$ cat src/rtl/regfile_pkg.sv
// Shared register-file geometry for the writeback arbiter and its neighbours.
package regfile_pkg;
    localparam int REG_ADDR_W = 5;
    localparam int REG_DATA_W = 32;
    localparam int NUM_REGS   = 32;
    localparam logic [REG_ADDR_W-1:0] REG_ZERO = 5'd0;
endpackage

$ cat src/rtl/regfile_wr_arbiter_if.sv
// Writeback request bundle: per-requester valid/addr/data plus the returned one-hot grant and stall.
interface regfile_wr_arbiter_if
    import regfile_pkg::*;
#(
    parameter int NUM_REQ = 3
);
    logic [NUM_REQ-1:0]            req_valid;
    logic [NUM_REQ*REG_ADDR_W-1:0] req_addr;
    logic [NUM_REQ*REG_DATA_W-1:0] req_data;
    logic [NUM_REQ-1:0]            req_grant;
    logic                          hold;

    modport master (output req_valid, req_addr, req_data, hold, input req_grant);
    modport slave  (input req_valid, req_addr, req_data, hold, output req_grant);
endinterface

$ cat src/rtl/rr_arbiter.sv
// Round-robin arbiter: combinational one-hot grant searched from a rotating priority pointer.
module rr_arbiter #(
    parameter int N = 3
) (
    input  logic         clk,
    input  logic         rst,
    input  logic [N-1:0] req,
    input  logic         hold,
    output logic [N-1:0] grant
);
    localparam int PW = (N > 1) ? $clog2(N) : 1;

    logic [PW-1:0] ptr_q, ptr_d;
    logic          found;
    int            idx;

    always_comb begin
        grant = '0;
        ptr_d = ptr_q;
        found = 1'b0;
        idx   = 0;
        for (int k = 0; k < N; k++) begin
            idx = (int'(ptr_q) + k) % N;
            // Grants are suppressed while in reset so nothing leaks out before the pointer is valid
            if (!found && req[idx] && !hold && !rst) begin
                grant[idx] = 1'b1;
                found      = 1'b1;
                ptr_d      = (idx == N - 1) ? '0 : PW'(idx + 1);
            end
        end
    end

    always_ff @(posedge clk or posedge rst) begin
        if (rst) begin
            ptr_q <= '0;
        end else begin
            ptr_q <= ptr_d;
        end
    end
endmodule

$ cat src/rtl/regfile_wr_arbiter.sv
// Shares the reg3232 write port among NUM_REQ writeback units; registered write, commit counter.
// Optional write-to-read forwarding on the read ports when REGARB_BYPASS_EN is defined.
module regfile_wr_arbiter
    import regfile_pkg::*;
#(
    parameter int NUM_REQ = 3,
    parameter int CNT_W   = 16
) (
    input  logic                  clk,
    input  logic                  rst,
    regfile_wr_arbiter_if.slave   req_if,
    output logic                  w_en,
    output logic [REG_ADDR_W-1:0] w_addr,
    output logic [REG_DATA_W-1:0] w_data,
    input  logic [REG_ADDR_W-1:0] rd_addr0,
    input  logic [REG_ADDR_W-1:0] rd_addr1,
    input  logic [REG_DATA_W-1:0] rf_rdata0,
    input  logic [REG_DATA_W-1:0] rf_rdata1,
    output logic [REG_DATA_W-1:0] rd_data0,
    output logic [REG_DATA_W-1:0] rd_data1,
    output logic [CNT_W-1:0]      wr_count
);
    logic [NUM_REQ-1:0]    grant;
    logic [REG_ADDR_W-1:0] addr_masked [NUM_REQ];
    logic [REG_DATA_W-1:0] data_masked [NUM_REQ];
    logic [REG_ADDR_W-1:0] sel_addr;
    logic [REG_DATA_W-1:0] sel_data;

    logic                  w_en_q, w_en_d;
    logic [REG_ADDR_W-1:0] w_addr_q, w_addr_d;
    logic [REG_DATA_W-1:0] w_data_q, w_data_d;
    logic [CNT_W-1:0]      wr_count_q, wr_count_d;

    rr_arbiter #(.N(NUM_REQ)) u_arb (
        .clk   (clk),
        .rst   (rst),
        .req   (req_if.req_valid),
        .hold  (req_if.hold),
        .grant (grant)
    );

    assign req_if.req_grant = grant;

    // Grant is one-hot, so an AND-OR mux selects the winner's payload
    for (genvar gi = 0; gi < NUM_REQ; gi++) begin : g_mask
        assign addr_masked[gi] = grant[gi] ? req_if.req_addr[gi*REG_ADDR_W +: REG_ADDR_W] : '0;
        assign data_masked[gi] = grant[gi] ? req_if.req_data[gi*REG_DATA_W +: REG_DATA_W] : '0;
    end

    always_comb begin
        sel_addr = '0;
        sel_data = '0;
        for (int i = 0; i < NUM_REQ; i++) begin
            sel_addr = sel_addr | addr_masked[i];
            sel_data = sel_data | data_masked[i];
        end
    end

    always_comb begin
        w_en_d     = 1'b0;
        w_addr_d   = w_addr_q;
        w_data_d   = w_data_q;
        wr_count_d = wr_count_q;
        if (|grant) begin
            // r0 writes are accepted to free the requester but never reach the file
            w_en_d   = (sel_addr != REG_ZERO);
            w_addr_d = sel_addr;
            w_data_d = sel_data;
        end
        if (w_en_q && (wr_count_q != {CNT_W{1'b1}})) begin
            wr_count_d = wr_count_q + 1'b1;
        end
    end

    always_ff @(posedge clk or posedge rst) begin
        if (rst) begin
            w_en_q     <= 1'b0;
            w_addr_q   <= '0;
            w_data_q   <= '0;
            wr_count_q <= '0;
        end else begin
            w_en_q     <= w_en_d;
            w_addr_q   <= w_addr_d;
            w_data_q   <= w_data_d;
            wr_count_q <= wr_count_d;
        end
    end

    assign w_en     = w_en_q;
    assign w_addr   = w_addr_q;
    assign w_data   = w_data_q;
    assign wr_count = wr_count_q;

`ifdef REGARB_BYPASS_EN
    assign rd_data0 = (w_en_q && (rd_addr0 == w_addr_q) && (rd_addr0 != REG_ZERO)) ? w_data_q : rf_rdata0;
    assign rd_data1 = (w_en_q && (rd_addr1 == w_addr_q) && (rd_addr1 != REG_ZERO)) ? w_data_q : rf_rdata1;
`else
    logic rd_addr_unused;
    assign rd_addr_unused = ^{rd_addr0, rd_addr1};
    assign rd_data0 = rf_rdata0;
    assign rd_data1 = rf_rdata1;
`endif
endmodule

$ cat src/flat_wrapper.sv
// flat-port wrapper written by rule: the top's interface ports become plain ports
module regfile_wr_arbiter_flat import regfile_pkg::*;
#(
    parameter int NUM_REQ = 3,
    parameter int CNT_W   = 16
)
  (clk, rst, w_en, w_addr, w_data, rd_addr0, rd_addr1, rf_rdata0, rf_rdata1, rd_data0, rd_data1, wr_count, req_if_req_valid, req_if_req_addr, req_if_req_data, req_if_hold, req_if_req_grant);
  regfile_wr_arbiter_if #(.NUM_REQ(NUM_REQ)) req_if_i ();
  input  logic clk;
  input  logic rst;
  output logic w_en;
  output logic [REG_ADDR_W-1:0] w_addr;
  output logic [REG_DATA_W-1:0] w_data;
  input  logic [REG_ADDR_W-1:0] rd_addr0;
  input  logic [REG_ADDR_W-1:0] rd_addr1;
  input  logic [REG_DATA_W-1:0] rf_rdata0;
  input  logic [REG_DATA_W-1:0] rf_rdata1;
  output logic [REG_DATA_W-1:0] rd_data0;
  output logic [REG_DATA_W-1:0] rd_data1;
  output logic [CNT_W-1:0] wr_count;
  input wire logic [$bits(req_if_i.req_valid)-1:0] req_if_req_valid;
  input wire logic [$bits(req_if_i.req_addr)-1:0] req_if_req_addr;
  input wire logic [$bits(req_if_i.req_data)-1:0] req_if_req_data;
  input wire logic [$bits(req_if_i.hold)-1:0] req_if_hold;
  output wire logic [$bits(req_if_i.req_grant)-1:0] req_if_req_grant;
  assign req_if_i.req_valid = req_if_req_valid;
  assign req_if_i.req_addr = req_if_req_addr;
  assign req_if_i.req_data = req_if_req_data;
  assign req_if_i.hold = req_if_hold;
  assign req_if_req_grant = req_if_i.req_grant;
  regfile_wr_arbiter #(.NUM_REQ(NUM_REQ), .CNT_W(CNT_W)) u_core (.clk(clk), .rst(rst), .req_if(req_if_i), .w_en(w_en), .w_addr(w_addr), .w_data(w_data), .rd_addr0(rd_addr0), .rd_addr1(rd_addr1), .rf_rdata0(rf_rdata0), .rf_rdata1(rf_rdata1), .rd_data0(rd_data0), .rd_data1(rd_data1), .wr_count(wr_count));
endmodule
$ cat config.mk
export PLATFORM = sky130hd
export DESIGN_NAME = regfile_wr_arbiter_flat
export DESIGN_NICKNAME = d
export VERILOG_FILES = /design/src/rtl/regfile_pkg.sv /design/src/rtl/regfile_wr_arbiter_if.sv /design/src/rtl/rr_arbiter.sv /design/src/rtl/regfile_wr_arbiter.sv /design/src/flat_wrapper.sv
export SDC_FILE = /design/constraint.sdc
export NUM_CORES = 1
export LEC_CHECK = 0
export ABC_CLOCK_PERIOD_IN_PS = 4270
export CAP_MARGIN = 20
export CORE_AREA = 5 5 119 121
export CTS_BUF_LIST = sky130_fd_sc_hd__clkbuf_8
export CTS_CLUSTER_DIAMETER = 40
export CTS_CLUSTER_SIZE = 8
export DETAILED_ROUTE_END_ITERATION = 8
export DIE_AREA = 0 0 124 126
export PLACE_DENSITY = 0.79
export SETUP_SLACK_MARGIN = 0.2
export SYNTH_ARGS = -nofsm -noshare
export SYNTH_HDL_FRONTEND = slang
export SYNTH_SLANG_ARGS = --single-unit
$ cat constraint.sdc
create_clock -name clk -period 4.27 [get_ports clk]
set_input_delay 0.854 -clock clk [delete_from_list [all_inputs] [get_ports clk]]
set_output_delay 0.854 -clock clk [all_outputs]
set_load 0.005 [all_outputs]
==> qor.csv, run 1 <==
metric,value,unit
status,"finished, final reports clean",
"critical path fanouts, max",6,
hold endpoint,u_core.wr_count[8],
"flops & latches, synth",56,
Min-Delay Startpoint,u_core.wr_count[8],
Finish-stage setup viols,0,
Cell Rows,42,
CTS Hold Bufs,0,
clk buf depth,2,
mapped cell area,0.00362,sq mm
H-tree levels,2,
"commonest non-fill, non-tap cell in the layout",clkdlybuf4s50_1,
syn nets,546,
Peak VDD IR,0.149,mV
Port Buffer Count,173,
crit path max-delay cell type,clkdlybuf4s50_1,
"Cell Area, Placed",0.00502,sq mm
Final ANT Viol Nets,0,
HP Class,reg -> reg,
first-pass GRT wire length,17.3,mm
pwr/cell area,410,mW/mm^2
Netlist cell types,49,
post-CTS setup buffer count,0,
post-CTS sizing,0,
Final Max Tran Viols,0,
slew of the pin with the lowest slew margin,0.635,ns
synthesis-to-layout area growth,40.7,%
"Avg Cell Area, Syn",10.3,sq um
Synth async-reset ratio,100,%
most frequent cells in the layout,"173 x clkdlybuf4s50_1, 56 x dfrtp_1, 42 x inv_1",
# IOs,312,
Num CTS Buffers,5,
number of global-route vias before repair,3399,
CP most frequent cell,clkdlybuf4s50_1,
"Seq/Total Area, Yosys",38.7,%
"EDFF count, synth",0,
# DRC,0,
Die Height,126,microns
r2r setup slk,1.43,ns
Die Wd,124,microns
Max Fclk,269,MHz
drt first pass iters,9,
max_cap viols,0,
Worst R2R End,u_core.w_data[23],
critical path class,in -> out,
CP cell instances,clkdlybuf4s50_1 -> inv_2 -> a2111oi_2 -> o21ai_1 -> a21oi_4 -> clkdlybuf4s50_1,
Pleak,2.03,nW
Via density,4.87,
final wirelength,11.1,mm
Critical Path End Type,output port,
RSZ-0062 raised after global routing,no,
Slew HR,57.6,%
wire per inst,17.7,microns
"Largest stage delay, worst path",0.65,ns
clk sinks,56,
Placeable Area,0.0130,sq mm
setup TNS,0,ns
RR Startpoint,u_core.u_arb.ptr_q[0],
CTS tree,yes,
CP required,3.42,ns
Worst-path clk slew,0.10,ns
total number of vias,3070,
fin crit share,87.2,%
initial antenna violation count,1,
Initial Util,27.9,%
minimum clock period,3.72,ns
worst skew pair latency,0.32,ns
RD Place Congestion,0.755,
largest net degree at the start of global routing,40,
CP arrival,2.87,ns
all-layer global routing usage,14.2,%
Worst setup SP type,input port,
Clock Skew,0.00320,ns
final instance area,0.00509,sq mm
global route total overflow,0,
final hold viol count,0,
R2R depth,9,
Clock Root Buffer,clkbuf_8,
layout cells sized above 1,7.49,%
dominant synthesized flop cell,dfrtp_1,
final layout net count,650,
Yosys Warn Count,0,
First DRT Iteration DRCs,217,
full die area,0.0156,sq mm
detailed placer's ending HPWL,8.95,mm
ANT cells,0,
hold depth,1,
Gate Count Post-Synth,350,
-- per-stage QoR --
stage          worst slack [ns]  util (%)  hold slack [ns]  std cells  power, mW
6_report                  0.548      39.3            0.498        630       2.09
5_1_grt                   0.416      39.3            0.529        630       2.23
4_1_cts                   0.532      39.3            0.506        630       2.13
3_5_place_dp              0.537      38.7            0.491        623       1.83
3_3_place_gp              0.580      38.7            0.474        623       1.79
2_1_floorplan              1.57         -            0.481        350       1.45
-- flip-flops by register name (all words and copies together) (netlist names) --
| register | flops |
|---|---|
| u_core.w_data | 32 |
| u_core.wr_count | 16 |
| u_core.w_addr | 5 |
| u_core.u_arb.ptr_q | 2 |
| u_core.w_en | 1 |
-- routing by layer --
metal  up-vias  GRT usage (%)  routed length (microns)
li1       1400              -                        -
met1      1443           14.7                     3980
met2       191           25.3                     5840
met3        34           4.66                      967
met4         2           6.83                      342
met5         -              0                       13
-- logic make-up after synthesis --
family	Yosys count	share of synthesized area [%]
buffers and inverters	125	21.9
adders and majority gates	5	1.73
muxes	36	10.1
AOI/OAI and AO/OA	66	16.7
and+or+nand+nor	47	7.25
DFF	56	38.7
xor gates and xnor gates	15	3.63
-- Yosys cell counts, drive strengths merged (2+ instances only) --
master  count  area, sq um
buf        77          609
dfrtp      56         1400
inv        43          161
mux2i      35          354
a222oi     33          330
nand2      13         48.8
xnor2      10         87.6
nand3       9         45.0
o21ai       7         38.8
a22oi       6         50.1
ha          5         62.6
nor2        5         18.8
o211ai      5         62.6
xor2        5         43.8
and3        4         25.0
clkbuf      4         15.0
a21oi       3         15.0
or4         3         22.5
a21o        2         15.0
a41oi       2         17.5
and2        2         15.0
nand3b      2         15.0
nand4       2         12.5
-- report_power, final --
group,internal (mW),leakage [nW],total [mW],switching (mW)
clock network,0.110,0.0452,0.284,0.174
logic,0.589,1.23,1.07,0.486
registers,0.644,0.751,0.730,0.0866
-- area by class of cell --
class                           count  area, sq um
Clock inverter                      2         8.76
Timing Repair Buffer              179         1780
Tap cell                          176          220
Multi-Input combinational cell    169         1460
Clock buffer                        5         68.8
Sequential cell                    56         1400
Inverter                           43          161
Fill cell                        1294         7890
-- how the worst max path moves through the flow --
stage / from / to / slack [ns] / cells past startpoint
floorplan: req_if_req_valid[2] / req_if_req_grant[1] / 1.57 / 5
global route: req_if_req_valid[1] / req_if_req_grant[1] / 0.42 / 6
finish: req_if_req_valid[1] / req_if_req_grant[1] / 0.55 / 6
global placement: req_if_req_valid[1] / req_if_req_grant[1] / 0.58 / 6
CTS: req_if_req_valid[1] / req_if_req_grant[1] / 0.53 / 6
detailed placement: req_if_req_valid[1] / req_if_req_grant[1] / 0.54 / 6
-- critical path: cells and delay by family --
family                 cells  cell delay, ns
AO/OA/AOI/OAI              3            0.76
buffers and inverters      3            1.25
No activity file was read; power rests on OpenSTA's default activity.
==> run 2: changes to the inputs <==
Settings changed: CTS_CLUSTER_SIZE 8 to not set, SLEW_MARGIN set to 5.
==> results of run 2 <==
Same layout as run 1: the final DEF is identical, and so are final timing and power.
